===== config.mk =====
export PLATFORM = sky130hd
export DESIGN_NAME = frame_capture_pingpong_buffer
export DESIGN_NICKNAME = d
export VERILOG_FILES = /design/src/rtl/frame_capture_pingpong_buffer_pkg.sv /design/src/rtl/frame_capture_pingpong_buffer_dpram.sv /design/src/rtl/frame_capture_pingpong_buffer.sv
export SDC_FILE = /design/constraint.sdc
export NUM_CORES = 1
export LEC_CHECK = 0
export ABC_AREA = 1
export BUFFER_PORTS_ARGS = -buffer_cell sky130_fd_sc_hd__buf_2
export CAP_MARGIN = 30
export CORE_ASPECT_RATIO = 1.2
export CORE_MARGIN = 5
export CORE_UTILIZATION = 35
export DETAILED_ROUTE_END_ITERATION = 10
export MAX_ROUTING_LAYER = met4
export PLACE_DENSITY = 0.49
export RECOVER_POWER = 100
export SETUP_SLACK_MARGIN = 0.2
export SLEW_MARGIN = 20
export SYNTH_ARGS = -nofsm -noshare
export SYNTH_HDL_FRONTEND = slang
export SYNTH_SLANG_ARGS = --single-unit

===== constraint.sdc =====
create_clock -name clk -period 5 [get_ports clk]
set_input_delay 0.75 -clock clk [delete_from_list [all_inputs] [get_ports clk]]
set_output_delay 0.75 -clock clk [all_outputs]
set_load 0.005 [all_outputs]

===== src/rtl/frame_capture_pingpong_buffer_pkg.sv =====
// Shared configuration for the ping-pong frame capture buffer:
// bank count, writer FSM encoding and drop-counter sizing.
package frame_capture_pingpong_buffer_pkg;

  localparam int NUM_BANKS = 2;
  localparam int DROP_W    = 8;

  typedef enum logic [1:0] {
    ST_IDLE    = 2'd0,
    ST_CAPTURE = 2'd1,
    ST_DISCARD = 2'd2
  } cap_state_e;

  function automatic logic [DROP_W-1:0] sat_inc(input logic [DROP_W-1:0] v);
    logic [DROP_W-1:0] r;
    if (v == {DROP_W{1'b1}}) begin
      r = v;
    end else begin
      r = v + {{(DROP_W-1){1'b0}}, 1'b1};
    end
    return r;
  endfunction

endpackage


===== src/rtl/frame_capture_pingpong_buffer_dpram.sv =====
// Simple dual-port RAM: one synchronous write port, one registered read port.
// Array contents are not reset; only the read register is.
module frame_capture_pingpong_buffer_dpram #(
  parameter int DATA_WIDTH    = 8,
  parameter int ADDRESS_WIDTH = 7
) (
  input  logic                     clk,
  input  logic                     rst_n,
  input  logic                     write_enable,
  input  logic [ADDRESS_WIDTH-1:0] write_addr,
  input  logic [DATA_WIDTH-1:0]    write_data,
  input  logic [ADDRESS_WIDTH-1:0] read_addr,
  output logic [DATA_WIDTH-1:0]    read_data
);

  logic [DATA_WIDTH-1:0] mem [2**ADDRESS_WIDTH];
  logic [DATA_WIDTH-1:0] read_data_q;

  // Write port.
  always_ff @(posedge clk) begin
    if (write_enable) begin
      mem[write_addr] <= write_data;
    end
  end

  // Registered read port.
  always_ff @(posedge clk or negedge rst_n) begin
    if (!rst_n) begin
      read_data_q <= {DATA_WIDTH{1'b0}};
    end else begin
      read_data_q <= mem[read_addr];
    end
  end

  assign read_data = read_data_q;

endmodule


===== src/rtl/frame_capture_pingpong_buffer.sv =====
// Framed ping-pong capture: the writer fills one bank while the reader
// inspects the other; banks are handed over in capture order with length/overflow.
module frame_capture_pingpong_buffer
  import frame_capture_pingpong_buffer_pkg::*;
#(
  parameter int DATA_WIDTH    = 8,
  parameter int ADDRESS_WIDTH = 6,
  parameter int WRAP_MODE     = 0
) (
  input  logic                     clk,
  input  logic                     rst_n,
  input  logic                     clear,
  input  logic                     frame_start,
  input  logic                     frame_end,
  input  logic [DATA_WIDTH-1:0]    data_in,
  input  logic                     data_in_valid,
  output logic                     frame_ready,
  output logic [ADDRESS_WIDTH:0]   frame_len,
  output logic                     frame_ovf,
  input  logic                     frame_release,
  input  logic [ADDRESS_WIDTH-1:0] addr,
  output logic [DATA_WIDTH-1:0]    data,
  output logic [DROP_W-1:0]        drop_count
);

  localparam logic [ADDRESS_WIDTH:0] LEN_FULL = (ADDRESS_WIDTH+1)'(2**ADDRESS_WIDTH);

  cap_state_e                           state_q, state_d;
  logic                                 wr_bank_q, wr_bank_d;
  logic                                 rd_bank_q, rd_bank_d;
  logic [NUM_BANKS-1:0]                 committed_q, committed_d;
  logic [ADDRESS_WIDTH-1:0]             wr_ptr_q, wr_ptr_d;
  logic [ADDRESS_WIDTH:0]               len_q, len_d;
  logic                                 ovf_q, ovf_d;
  logic [NUM_BANKS-1:0][ADDRESS_WIDTH:0] bank_len_q, bank_len_d;
  logic [NUM_BANKS-1:0]                 bank_ovf_q, bank_ovf_d;
  logic [DROP_W-1:0]                    drop_q, drop_d;
  logic                                 frame_ready_q, frame_ready_d;
  logic [ADDRESS_WIDTH:0]               frame_len_q, frame_len_d;
  logic                                 frame_ovf_q, frame_ovf_d;

  logic                                 we_s;
  logic [ADDRESS_WIDTH:0]               waddr_s;
  logic                                 release_s;
  logic                                 open_req_s;
  logic                                 open_bank_s;
  logic [ADDRESS_WIDTH-1:0]             cap_ptr_s;
  logic [ADDRESS_WIDTH:0]               cap_len_s;
  logic                                 cap_ovf_s;

  // Writer FSM, bank bookkeeping and next presented-frame status.
  always_comb begin
    state_d     = state_q;
    wr_bank_d   = wr_bank_q;
    rd_bank_d   = rd_bank_q;
    committed_d = committed_q;
    wr_ptr_d    = wr_ptr_q;
    len_d       = len_q;
    ovf_d       = ovf_q;
    bank_len_d  = bank_len_q;
    bank_ovf_d  = bank_ovf_q;
    drop_d      = drop_q;
    we_s        = 1'b0;
    waddr_s     = {wr_bank_q, wr_ptr_q};
    open_req_s  = 1'b0;
    open_bank_s = wr_bank_q;
    cap_ptr_s   = wr_ptr_q;
    cap_len_s   = len_q;
    cap_ovf_s   = ovf_q;

    // A release is only meaningful while the reader actually holds a bank.
    release_s = frame_release && committed_q[rd_bank_q];
    if (release_s) begin
      committed_d[rd_bank_q] = 1'b0;
      rd_bank_d              = ~rd_bank_q;
    end else begin
      rd_bank_d = rd_bank_q;
    end

    case (state_q)
      ST_IDLE: begin
        if (frame_start) begin
          open_req_s = 1'b1;
        end else begin
          state_d = ST_IDLE;
        end
      end
      ST_DISCARD: begin
        if (frame_start) begin
          open_req_s = 1'b1;
        end else if (frame_end) begin
          state_d = ST_IDLE;
        end else begin
          state_d = ST_DISCARD;
        end
      end
      ST_CAPTURE: begin
        // Restart alone aborts the frame; with frame_end it closes it instead.
        if (frame_start && !frame_end) begin
          cap_ptr_s = {ADDRESS_WIDTH{1'b0}};
          cap_len_s = {(ADDRESS_WIDTH+1){1'b0}};
          cap_ovf_s = 1'b0;
        end else begin
          cap_ovf_s = ovf_q;
        end
        if (data_in_valid) begin
          if (cap_len_s == LEN_FULL) begin
            cap_ovf_s = 1'b1;
            if (WRAP_MODE != 0) begin
              we_s      = 1'b1;
              waddr_s   = {wr_bank_q, cap_ptr_s};
              cap_ptr_s = cap_ptr_s + ADDRESS_WIDTH'(1);
            end else begin
              we_s = 1'b0;
            end
          end else begin
            we_s      = 1'b1;
            waddr_s   = {wr_bank_q, cap_ptr_s};
            cap_ptr_s = cap_ptr_s + ADDRESS_WIDTH'(1);
            cap_len_s = cap_len_s + (ADDRESS_WIDTH+1)'(1);
          end
        end else begin
          we_s = 1'b0;
        end
        wr_ptr_d = cap_ptr_s;
        len_d    = cap_len_s;
        ovf_d    = cap_ovf_s;
        if (frame_end) begin
          bank_len_d[wr_bank_q]  = cap_len_s;
          bank_ovf_d[wr_bank_q]  = cap_ovf_s;
          committed_d[wr_bank_q] = 1'b1;
          wr_bank_d              = ~wr_bank_q;
          state_d                = ST_IDLE;
          if (frame_start) begin
            open_req_s  = 1'b1;
            open_bank_s = ~wr_bank_q;
          end else begin
            open_req_s = 1'b0;
          end
        end else begin
          state_d = ST_CAPTURE;
        end
      end
      default: begin
        state_d = ST_IDLE;
      end
    endcase

    // Opening sees this cycle's commit and release already applied.
    if (open_req_s) begin
      if (!committed_d[open_bank_s]) begin
        state_d  = ST_CAPTURE;
        wr_ptr_d = {ADDRESS_WIDTH{1'b0}};
        len_d    = {(ADDRESS_WIDTH+1){1'b0}};
        ovf_d    = 1'b0;
      end else begin
        state_d = ST_DISCARD;
        drop_d  = sat_inc(drop_q);
      end
    end else begin
      drop_d = drop_q;
    end

    frame_ready_d = committed_d[rd_bank_d];
    if (committed_d[rd_bank_d]) begin
      frame_len_d = bank_len_d[rd_bank_d];
      frame_ovf_d = bank_ovf_d[rd_bank_d];
    end else begin
      frame_len_d = {(ADDRESS_WIDTH+1){1'b0}};
      frame_ovf_d = 1'b0;
    end
  end

  // State registers with async reset and synchronous flush.
  always_ff @(posedge clk or negedge rst_n) begin
    if (!rst_n) begin
      state_q       <= ST_IDLE;
      wr_bank_q     <= 1'b0;
      rd_bank_q     <= 1'b0;
      committed_q   <= {NUM_BANKS{1'b0}};
      wr_ptr_q      <= {ADDRESS_WIDTH{1'b0}};
      len_q         <= {(ADDRESS_WIDTH+1){1'b0}};
      ovf_q         <= 1'b0;
      bank_len_q    <= '0;
      bank_ovf_q    <= {NUM_BANKS{1'b0}};
      drop_q        <= {DROP_W{1'b0}};
      frame_ready_q <= 1'b0;
      frame_len_q   <= {(ADDRESS_WIDTH+1){1'b0}};
      frame_ovf_q   <= 1'b0;
    end else if (clear) begin
      state_q       <= ST_IDLE;
      wr_bank_q     <= 1'b0;
      rd_bank_q     <= 1'b0;
      committed_q   <= {NUM_BANKS{1'b0}};
      wr_ptr_q      <= {ADDRESS_WIDTH{1'b0}};
      len_q         <= {(ADDRESS_WIDTH+1){1'b0}};
      ovf_q         <= 1'b0;
      bank_len_q    <= '0;
      bank_ovf_q    <= {NUM_BANKS{1'b0}};
      drop_q        <= {DROP_W{1'b0}};
      frame_ready_q <= 1'b0;
      frame_len_q   <= {(ADDRESS_WIDTH+1){1'b0}};
      frame_ovf_q   <= 1'b0;
    end else begin
      state_q       <= state_d;
      wr_bank_q     <= wr_bank_d;
      rd_bank_q     <= rd_bank_d;
      committed_q   <= committed_d;
      wr_ptr_q      <= wr_ptr_d;
      len_q         <= len_d;
      ovf_q         <= ovf_d;
      bank_len_q    <= bank_len_d;
      bank_ovf_q    <= bank_ovf_d;
      drop_q        <= drop_d;
      frame_ready_q <= frame_ready_d;
      frame_len_q   <= frame_len_d;
      frame_ovf_q   <= frame_ovf_d;
    end
  end

  frame_capture_pingpong_buffer_dpram #(
    .DATA_WIDTH   (DATA_WIDTH),
    .ADDRESS_WIDTH(ADDRESS_WIDTH + 1)
  ) u_dpram (
    .clk         (clk),
    .rst_n       (rst_n),
    .write_enable(we_s),
    .write_addr  (waddr_s),
    .write_data  (data_in),
    .read_addr   ({rd_bank_q, addr}),
    .read_data   (data)
  );

  assign frame_ready = frame_ready_q;
  assign frame_len   = frame_len_q;
  assign frame_ovf   = frame_ovf_q;
  assign drop_count  = drop_q;

endmodule


== Yosys cells after proc, flatten, opt, wreduce, memory -nomap -nowiden ==
Memory sizes are Yosys's and may differ from the RTL's. A register that Yosys moved wholly into a read port is not among the register bits.
Index checks and enable logic that the tools add are counted.
Storage, ports and cells
  flip-flop bits (word level): 53
  RAM bits: 1024
  word-level logic and storage cells: 140
  memories: 1
Memory list
  u_dpram.mem: depth 128, bits a word 8, rd ports 1, clocked after Yosys merged registers in 1, wr ports 1, RTL line frame_capture_pingpong_buffer_dpram.sv:16  | logic [DATA_WIDTH-1:0] mem [2**ADDRESS_WIDTH];
Cells by class
  add/subtract/negate cells: 3
  magnitude comparators: 6
  eq/ne operators: 7
  mux-type cells: 89
  bitwise gates (word level): 5
  reduce and logical (&&, ||, !) cells: 15
Operators with widths (number)
  two-way mux 7 bit: 14
  two-way mux 6 bit: 11
  two-way mux 14 bit: 3
  two-way mux 1 bit: 37
  two-way mux 8 bit: 4
  two-way mux 2 bit: 13
  bitwise mux 14 bit: 1
  adder 8 x 1 -> 8 bit, second input constant: 1
  equality test 8 bit, second input constant: 1
  < comparator 1 x 2 -> 1 bit, second input constant: 4
  inequality test 4 bit, second input constant: 2
  nonzero test 2 bit: 4
  adder 7 x 1 -> 7 bit, second input constant: 1
  demux 7 bit (select 1 bit): 1
  equality test 7 bit, second input constant: 1
  adder 6 x 1 -> 6 bit, second input constant: 1
  case mux 2 bit (3 select lines): 1
  logical AND 1 bit: 4
  AND reduction 2 bit: 2
  AND reduction 3 bit: 1
  bitwise AND 2 bit: 1
  bitwise mux 2 bit: 1
  demux 1 bit (select 1 bit): 2
  equality test 2 x 1 -> 1 bit, second input constant: 1
  other kinds (10): 13

== Logic depth before layout (Yosys ltp) ==
  depth in word-level cells: 15
  depth in mapped cells: 16
  gate-level depth less buffers: 15

== By module ==
A second synthesis with hierarchy kept.
Unflattened totals
  cell total of the unflattened synthesis: 3970
  area total of the unflattened synthesis: 45322.2 µm²
Modules (own cells, without submodules)
  frame_capture_pingpong_buffer_dpram: times used 1, cells each 3576, area each 42335.6 µm², sequential area each 30949.7 µm²
  frame_capture_pingpong_buffer: times used 1, cells each 394, area each 2986.6 µm², sequential area each 1326.3 µm²

== Worst setup path before layout ==
OpenSTA, ideal clock, no wires.
  kind: input port to flip-flop
  from: input port frame_start
  to: memory u_dpram.mem[90][0] (enable)
  setup time: 0.383 ns
  arrival: 2.891 ns
  path slack: 1.726 ns
  cell stages on the path: 15
  path buffers: 0
  cells stage by stage: inv_1 nor2_1 nor2_1 inv_1 ha_1 nand3_1 nor2_1 nand2_4 nand2_8 nor2_8 nor2_2 nand2_1 inv_2 nand2_1 nor3_1
Between the ends
  longest elaborated chain between the ends: 9
  elaborated cells on any way between the ends: 14
  classes of those cells: 1 x eq/ne; 12 x mux; 1 x reduce/logical
RTL lines
  start, declared: RTL line frame_capture_pingpong_buffer.sv:13  | input logic frame_start,
  logical AND 1 bit (*): RTL line frame_capture_pingpong_buffer.sv:99  | if (frame_start && !frame_end) begin
  two-way mux 7 bit: RTL line frame_capture_pingpong_buffer.sv:99
  two-way mux 7 bit: RTL line frame_capture_pingpong_buffer.sv:80  | case (state_q)
  equality test 7 bit: RTL line frame_capture_pingpong_buffer.sv:107  | if (cap_len_s == LEN_FULL) begin
  two-way mux 1 bit: RTL line frame_capture_pingpong_buffer.sv:107
  two-way mux 1 bit: RTL line frame_capture_pingpong_buffer.sv:106  | if (data_in_valid) begin
  two-way mux 1 bit: RTL line frame_capture_pingpong_buffer.sv:80
  two-way mux 1 bit: RTL line frame_capture_pingpong_buffer_dpram.sv:21  | if (write_enable) begin
  two-way mux 1 bit (not written as such): RTL line frame_capture_pingpong_buffer_dpram.sv:22  | mem[write_addr] <= write_data;
  end, declared: RTL line frame_capture_pingpong_buffer_dpram.sv:16
Every way passes the cells marked *; elsewhere a longest branch is shown, timed or not. The select of a mux whose other input is x is not followed.

== Final worst setup path ==
  from: input port data_in[7]
  to: memory u_dpram.mem[93][7] (data pin)
RTL lines
  start, declared: RTL line frame_capture_pingpong_buffer.sv:15  | input logic [DATA_WIDTH-1:0] data_in,
Straight into the memory's write port.

==> metrics.csv <==
stage,metric,value,unit
sta,hold_viol_final,0,
grt,grt_max_degree,182,
placed_design,pre_cts_slack,767,ps
setup_path,cp_slowest_cell,clkdlybuf4s25_1,
synth,syn_nets,3967,
placed_design,portBuffers,45,
setup_path,cp_cell_sequence,clkdlybuf4s25_1 > buf_4,
placed_design,place_inst,5476,
grt,grt_pass1_wl,187000,um
clocking,clk_pin_slew,70,ps
clocking,cts_post_setup_buffers_inserted,0,
power,power_leakage,0.0177,uW
die,row_count,143,
route,dr_total_vias,28800,
finish,nets,3950,
sta,clock.fmax,241,MHz
grt,grt_pass1_vias,28600,
sta,setup_tns,0,ps
clocking,cts_buffers,110,
clocking,cts_num_sinks,1085,
synth,synthCells,3939,
route,drt-total-wl,127000,um
synth,syn_area,44700,um2
grt,grt_antenna_before_repair,2,
setup_path,slowest_delay,3010,ps
sta,tightestPinTransition,4140,ps
die,initial_core_util,35.3,%
sta,finalSetupViolCount,0,
finish,layout_common_cells,"nand2_1, edfxtp_1, nand3_1",
die,io_pins,46,
setup_path,worstPathRequired,5450,ps
sta,fin_skew,36.1,ps
clocking,h-tree-depth,3,
die,die-area,135000,um2
power,p_per_area,384,nW/um2
sta,drv_slew,539,
sta,setup_ws,857,ps
route,viasPerCell,5.07,
route,drt-pass1-iter-count,6,
clocking,root_buffer,clkbuf_16,
finish,drive_gt1_share,6.21,%
finish,area_growth,11.9,%
setup_path,worst-path-buf-inv,2,
setup_path,path_delay_family,buffers and inverters,
finish,final_common_cell,nand2_1,
route,postRouteAntennaNets,0,
synth,synth_warnings,0,
setup_path,worst-endpoint-arrival,4600,ps
sta,period_needed,4140,ps
finish,fin_cells,5680,
run_status,violations,"capacitance limit, slew limit",
finish,fin_area,50000,um2
die,die_h,401,um
synth,ys_seq_area_share,72.2,%
clocking,cts_tree,done,
setup_path,path_class,in -> reg,
clocking,clk_latency,710,ps
route,drt_iter0_markers,2275,
setup_path,cp-end-kind,register,
setup_path,crit_fanout,75,
route,route.detailed.drc,0,
power,ir_drop,0.283,mV
grt,grt_usage,19.0,%
sta,fin_crit_sh,82.9,%
synth,avgSynthCellArea,11.3,um2
die,coreArea,127000,um2
sta,slew-limit-headroom,-176,%
die,die_w,336,um
synth,synth_seq_cells,1085,
placed_design,hpwl,76500,um
grt,gr-total-overflow,0,
job,drv_cap,12,
sta,rsz0062_at_grt,false,
route,routedWlPerCell,22.3,um
placed_design,postPlaceCellArea,46800,um2
run_status,status,"complete, but fails checks",
setup_path,start_kind,primary input,
clocking,cts_resized,0,
synth,synth_cell_type_count,36,
placed_design,gp_congestion,0.844,
clocking,cts_buffer_depth,3,
min_path,hold_class,in -> reg,
[path summary, 6_finish.rpt]
path / slack [ps] / start / to / cells past startpoint
max: 860 / data_in[7] / u_dpram.mem[93][7] / 2
min in group asynchronous: 610 / rst_n / bank_ovf_q[1] / 2
min: 440 / frame_end / wr_bank_q / 3
min reg2reg: 540 / bank_len_q[6] / bank_len_q[6] / 2
max in group asynchronous: 2380 / rst_n / u_dpram.read_data[5] / 3
max reg2reg: 1020 / len_q[0] / u_dpram.mem[64][7] / 13
[final cells by class]
| class | count | area, um2 |
|---|---|---|
| flip-flops and latches | 1085 | 32300 |
| multi-input cells | 2551 | 11100 |
| clock buffers | 144 | 2960 |
| repair buffers | 112 | 820 |
| clock inverters | 58 | 483 |
| fillers | 12200 | 76700 |
| diodes | 1 | 2.50 |
| inverters | 62 | 250 |
| well taps | 1667 | 2090 |
[sequential cells by signal (all words and copies together) (netlist names)]
name and count:
u_dpram.mem 1024, bank_len_q 14, drop_count 8, u_dpram.read_data 8, frame_len 7, len_q 7, wr_ptr_q 6, bank_ovf_q 2
committed_q 2, state_q 2, frame_ovf 1, frame_ready 1, ovf_q 1, rd_bank_q 1, wr_bank_q 1
[where the power goes]
group | switching [uW] | internal (uW) | leakage, uW
sequential | 18.5 | 9980 | 0.0100
clock | 3460 | 4520 | 0.00169
combinational | 949 | 285 | 0.00599
[per-stage QoR]
stage	total power (uW)	hold WS, ps	util (%)
after floorplan	10800	454	-
after global placement	11400	525	36.9
after detailed placement	11400	530	36.9
after CTS	19400	350	39.6
after global routing	19900	429	39.5
final	19200	437	39.5
[repair_timing]
action | CTS | global route
setup endpoints to repair | 0 | 0
endpoints found under the hold margin | 11 | 0
hold buffers | 1 | 0
[metal layers]
metal	global-route usage (%)	vias up	part of all wire, %
met5	-	-	0
met3	2.58	179	4.9
met2	30.8	788	49
met4	6.43	0	3.1
li1	-	13700	-
met1	24.9	14100	43
[cell families (layout without fill, tap and decap cells)]
group                    after synthesis  in the layout  synth area share [%]
XOR/XNOR                              11             11                 0.216
flip-flops                          1085           1085                  72.2
AND/OR/NAND/NOR                     2486           2486                  24.0
AO/OA/AOI/OAI                         47             47                 0.585
other                                  0              1                     0
buffers and inverters                303            376                  2.74
adder cells (fa/ha/maj)                7              7                 0.196
[cells in the mapped netlist (all sizes together)]
| cell | number | area share, % |
|---|---|---|
| edfxtp | 1024 | 69 |
| xor2 | 9 | 0.18 |
| nor3 | 6 | 0.067 |
| clkbuf | 125 | 1.0 |
| inv | 60 | 0.50 |
| nand3 | 980 | 11 |
| a31oi | 1 | 0.014 |
| nand4 | 5 | 0.070 |
| a211oi | 3 | 0.050 |
| and2 | 3 | 0.042 |
| o31ai | 2 | 0.034 |
| nand2 | 1301 | 11 |
| nor4 | 1 | 0.014 |
| or2 | 1 | 0.014 |
| xnor2 | 2 | 0.039 |
| o211ai | 1 | 0.017 |
| a21oi | 16 | 0.18 |
| ha | 7 | 0.20 |
| o21ai | 22 | 0.26 |
| buf | 116 | 1.2 |
| nor2 | 189 | 1.7 |
| clkinv | 2 | 0.017 |
| dfrtp | 61 | 3.4 |
| o22ai | 2 | 0.028 |
Power figures use the tool's default switching activity.
